$ cat config.mk
export PLATFORM = sky130hd
export DESIGN_NAME = imem_rom
export DESIGN_NICKNAME = d
export VERILOG_FILES = /design/src/rtl/imem_rom.sv
export SDC_FILE = /design/constraint.sdc
export NUM_CORES = 1
export LEC_CHECK = 0
export ABC_AREA = 1
export CAP_MARGIN = 20
export CORE_AREA = 2 2 69 71
export CTS_BUF_LIST = sky130_fd_sc_hd__clkbuf_16
export DETAILED_ROUTE_END_ITERATION = 6
export DIE_AREA = 0 0 71 73
export PLACE_DENSITY = 0.94
export SYNTH_ARGS = -nofsm -noshare
export SYNTH_HDL_FRONTEND = slang
export SYNTH_SLANG_ARGS = --single-unit
export TNS_END_PERCENT = 50
$ cat constraint.sdc
create_clock -name clk -period 5.5 [get_ports clk]
set_clock_uncertainty 0.2 [all_clocks]
set_input_delay 1.1 -clock clk [delete_from_list [all_inputs] [get_ports clk]]
set_output_delay 1.1 -clock clk [all_outputs]
set_load 0.005 [all_outputs]
$ cat src/rtl/imem_rom.sv
`default_nettype none
// ============================================================================
// Module   : imem_rom
// Summary  : 64-word instruction ROM with a combinational read path, a
//            registered copy of the fetched word and an unprogrammed flag.
// Revision : 1.0
// ============================================================================
module imem_rom #(
    parameter int N = 32
) (
    input  logic         clk,
    input  logic         reset,
    input  logic [5:0]   addr,
    output logic [N-1:0] q,
    output logic [N-1:0] q_r,
    output logic         unprog
);

    localparam logic [5:0] c_LAST_PROG = 6'd46;

    logic [31:0]  w_word;
    logic [N-1:0] r_q_r;

    function automatic logic [31:0] rom_word(input logic [5:0] a);
        logic [31:0] v;
        case (a)
            6'd0:  v = 32'hf8000001;
            6'd1:  v = 32'hf8008002;
            6'd2:  v = 32'hf8000203;
            6'd3:  v = 32'h8b050083;
            6'd4:  v = 32'hf8018003;
            6'd5:  v = 32'hcb050083;
            6'd6:  v = 32'hf8020003;
            6'd7:  v = 32'hcb0a03e4;
            6'd8:  v = 32'hf8028004;
            6'd9:  v = 32'h8b040064;
            6'd10: v = 32'hf8030004;
            6'd11: v = 32'hcb030025;
            6'd12: v = 32'hf8038005;
            6'd13: v = 32'h8a1f0145;
            6'd14: v = 32'hf8040005;
            6'd15: v = 32'h8a030145;
            6'd16: v = 32'hf8048005;
            6'd17: v = 32'h8a140294;
            6'd18: v = 32'hf8050014;
            6'd19: v = 32'haa1f0166;
            6'd20: v = 32'hf8058006;
            6'd21: v = 32'haa030166;
            6'd22: v = 32'hf8060006;
            6'd23: v = 32'hf840000c;
            6'd24: v = 32'h8b1f0187;
            6'd25: v = 32'hf8068007;
            6'd26: v = 32'hf807000c;
            6'd27: v = 32'h8b0e01bf;
            6'd28: v = 32'hf807801f;
            6'd29: v = 32'hb4000040;
            6'd30: v = 32'hf8080015;
            6'd31: v = 32'hf8088015;
            6'd32: v = 32'h8b0103e2;
            6'd33: v = 32'hcb010042;
            6'd34: v = 32'h8b0103f8;
            6'd35: v = 32'hf8090018;
            6'd36: v = 32'h8b080000;
            6'd37: v = 32'hb4ffff82;
            6'd38: v = 32'hf809001e;
            6'd39: v = 32'h8b1e03de;
            6'd40: v = 32'hcb1503f5;
            6'd41: v = 32'h8b1403de;
            6'd42: v = 32'hf85f83d9;
            6'd43: v = 32'h8b1e03de;
            6'd44: v = 32'h8b1003de;
            6'd45: v = 32'hf81f83d9;
            6'd46: v = 32'hb400001f;
            default: v = 32'h00000000;
        endcase
        return v;
    endfunction

    assign w_word = rom_word(addr);

    // Contents are defined as 32-bit words; adapt them to the configured width.
    generate
        if (N > 32) begin : g_zext
            assign q = {{(N-32){1'b0}}, w_word};
        end else begin : g_trunc
            assign q = w_word[N-1:0];
        end
    endgenerate

    assign unprog = (addr > c_LAST_PROG);

    always_ff @(posedge clk) begin
        if (!reset) begin
            r_q_r <= '0;
        end else begin
            r_q_r <= q;
        end
    end

    assign q_r = r_q_r;

endmodule
`default_nettype wire

==> Word level (Yosys, flattened, before mapping) <==
Memory sizes are Yosys's and may differ from the RTL's.
Cells that the tools add are included.
{ "totals": {"regBits": 32, "romBits": 2048, "input_bits": 8, "n_memories": 1} }
{ "memory_table": {"columns": ["name", "depth", "width", "rd", "rd_clocked_by_memory_dff", "wr", "line", "source"], "rows": [
  ["(name not given)", 64, 32, 1, 0, 0, "26", "case (a)"]
]} }
{ "classes": {"magnitude_cmp": 1} }
{ "ops": {"columns": ["operator", "count"], "rows": [
  ["$gt A6 B6 Y1 const B", 1]
]} }

==> Logic depth before layout (Yosys ltp) <==
{ "depth": {"depth_word": 1, "depth_mapped": 11, "ltp_nobuf": 11} }

==> Least setup slack after synthesis <==
OpenSTA, ideal clock, no wires.
{ "synth_timing": {"path_type": "input to output", "start": "input addr[0]", "end": "output q[29]", "arrival_time_ns": 2.107, "t_required_ns": 4.200, "path_slack_ns": 2.093, "stages": 10, "path_cell_list": "inv_1 > ha_1 > inv_1 > nand2_1 > inv_1 > nor2_1 > nand2_1 > nand2_1 > nor2_1 > inv_1"} }
{ "synth_via": {"elab_chain_cells": 1} }
{ "synth_rtl": {"columns": ["element", "line", "source"], "rows": [
  ["start: declaration", "13", "input logic [5:0] addr,"],
  ["$mem_v2 Z64 W32", null, null],
  ["end: declaration", "14", "output logic [N-1:0] q,"]
]} }
No other way between the ends.

==> Worst setup path after layout <==
{ "layout_timing": {"start": "input addr[0]", "end": "output q[28]"} }
The elaborated chain is that of the path after synthesis.

==> results.toml <==
[run_status]
status = "completed"

[grt]
grt_use_met2_pct = 46.2
grt_max_degree = 34
busiest_layer = "met2"
grt_pass1_vias = 2322
overflow = 0
met1_usage_pct = 36.3
antenna_found_initial = 0
grtUsageMet3_pct = 4.01
grt_usage_pct = 28.1
grt_pass1_wl_um = 11500

[placed_design]
place_congestion = 0.985
port_buffers = 72
dp_hpwl_um = 5620

[sta]
rsz0062_at_grt = "false"
final.setup.tns_ns = 0
setup_viol = 0
hold-worst-slack_ns = 1.41
relSlewSlack_pct = 60.8
fin_crit_ns = 5.01
max_clock_freq_mhz = 199
worstMarginPinSlew_ns = 0.587
maxSlewViolCount = 0
hold_violations = 0
period_share_pct = 91.2

[power]
power.net_switching_w = 0.000182
seq_power_share_pct = 32.9
p_leak_nw = 1.47
ir_drop_v = 0.000114
p_total_w = 0.000618
internal_power_w = 0.000436
p_sw_share_pct = 29.4
combPwrFrac_pct = 32.6
power_frac_clock_pct = 34.4
p_per_area_nw_per_um2 = 214

[synthesis]
synth_warnings = 0
syn_area_per_cell_sq_um = 5.87
synth_edf_count = 0
syn_area_sq_um = 2140
synthArstFlopShare_pct = 0
synth-main-ff-cell = "dfxtp_1"
yosysSeqAreaShare_pct = 24.4
ys_ff_latch = 26
ys_types = 25
synth_nets = 384
synthCells = 364

[worst_hold_path]
hold_path.class = "in -> reg"
hold_path_startpoint = "reset"

[drt]
totalWireLength_um = 7200
vias = 2514
dr.pass1.iters = 5
drtIter0Drc = 298
ant_nets = 0
routedWlPerCell_um = 15.3
viasPerCell = 5.33
drc = 0

[die]
start_util_pct = 47.1
die_h_um = 73
dieArea_sq_um = 5180
core_sq_um = 4540
die_w_um = 71
row_count = 25
pin_count = 73

[worst_setup_path]
endpoint = "q[28]"
critPathLaunchType = "input pin"
critical_path_arrival_ns = 3.71
required_ns = 4.20
critPathLaunch = "addr[0]"
worstSetupPathType = "in -> out"
worstSetupEndpointType = "output pin"
crit_path_max_fanout = 10

[final_layout]
final_util_pct = 63.6
ff_latch_area_sq_um = 520
fill_cells = 433
largest_reg_flops = 26
drive_above_1_share_pct = 4.78
nNetsFinal = 439
syn2layout_area_growth_pct = 34.9
multi_input_area_sq_um = 1270
antenna_cells = 0

[clock_tree]
htree_levels = 1
holdBufCountCts = 0
post_cts_buffers = 0
clk_path_buf_depth = 2
cts.sinks = 26
clk_pin_slew_ns = 0.07
cts_inserted_buffers = 3
cts-root-buf = "clkbuf_16"
cts_resized = 0
cts_tree = "done"

[flow_run]
cap_violations = 0
-- placed cells by master (no fill, tap or decap) --
| cell type | instances |
|---|---|
| a21oi_1 | 20 |
| a21oi_2 | 2 |
| a31oi_1 | 1 |
| and2_1 | 1 |
| buf_4 | 5 |
| bufinv_16 | 1 |
| clkbuf_16 | 3 |
| clkdlybuf4s50_1 | 72 |
| clkinv_1 | 1 |
| dfxtp_1 | 26 |
| ha_1 | 12 |
| inv_1 | 37 |
| inv_2 | 3 |
| inv_4 | 1 |
| nand2_1 | 140 |
| nand2_2 | 1 |
| nand3_1 | 38 |
| nand4_1 | 4 |
| nor2_1 | 27 |
| nor2_2 | 1 |
| nor2_4 | 3 |
| nor3_1 | 1 |
| o211ai_1 | 3 |
| o21ai_0 | 13 |
| o21ai_1 | 2 |
-- worst min path at each step --
stage	to	slack, ns	cells past startpoint
final	q_r[30]	1.41	3
after global placement	q_r[26]	1.60	1
after detailed placement	q_r[26]	1.60	1
after CTS	q_r[26]	1.40	3
after floorplan	q_r[31]	1.13	2
after global routing	q_r[26]	1.47	3
-- stage by stage --
step | cell area (sq um) | instances | worst slack, ns
after floorplan | 2140 | 364 | 2.09
after global placement | 2780 | 468 | 0.508
after detailed placement | 2780 | 468 | 0.527
after CTS | 2880 | 472 | 0.518
after global routing | 2880 | 472 | 0.363
final | 2880 | 472 | 0.485
-- critical path: stages --
cell and delay [ns]:
clkdlybuf4s50_1 0.68, inv_1 0.25, ha_1 0.44, inv_1 0.08
nand2_1 0.14, inv_1 0.08, nor2_1 0.18, nand2_1 0.09
nand2_1 0.07, nor2_1 0.05, inv_1 0.06, clkdlybuf4s50_1 0.49
-- Yosys cell counts, types with 2 or more instances --
cell type	count	share of area, %
buf_4	18	6.3
nand2_1	140	25
nand4_1	4	1.2
nand3_1	38	8.9
o21ai_0	13	3.0
a21oi_2	2	0.82
dfxtp_1	26	24
inv_1	37	6.5
buf_2	7	1.6
a21oi_1	20	4.7
ha_1	12	7.0
o211ai_1	3	1.1
o21ai_1	2	0.47
inv_2	3	0.53
nor2_4	3	1.6
nor2_1	27	4.7
-- power groups by stage --
| stage | clock, W | sequential (W) | combinational, W |
|---|---|---|---|
| 2_1_floorplan | 0 | 0.000210 | 0.000102 |
| 3_3_place_gp | 0 | 0.000208 | 0.000197 |
| 3_5_place_dp | 0 | 0.000208 | 0.000198 |
| 4_1_cts | 0.000217 | 0.000204 | 0.000199 |
| 5_1_grt | 0.000225 | 0.000204 | 0.000221 |
| 6_report | 0.000213 | 0.000203 | 0.000201 |
-- final cells by class --
| class | count | area share, % |
|---|---|---|
| Sequential cell | 26 | 18.1 |
| Inverter | 42 | 5.56 |
| Clock inverter | 1 | 1.04 |
| Clock buffer | 3 | 2.60 |
| Multi-Input combinational cell | 269 | 44.1 |
| Tap cell | 54 | 2.34 |
| Timing Repair Buffer | 77 | 26.3 |
-- layer usage --
metal	vias to the layer above	share of wire, %
met4	0	4.5
met3	26	9.8
met5	-	0
met2	154	47
li1	1234	-
met1	1100	39
-- cell families after synthesis --
group | count (synthesis) | synth area share, %
simple gates | 216 | 42.1
buf+inv | 69 | 16.2
compound gates | 41 | 10.4
fa+ha+maj | 12 | 7.03
flops | 26 | 24.4
(Power assumes the default switching activity.)
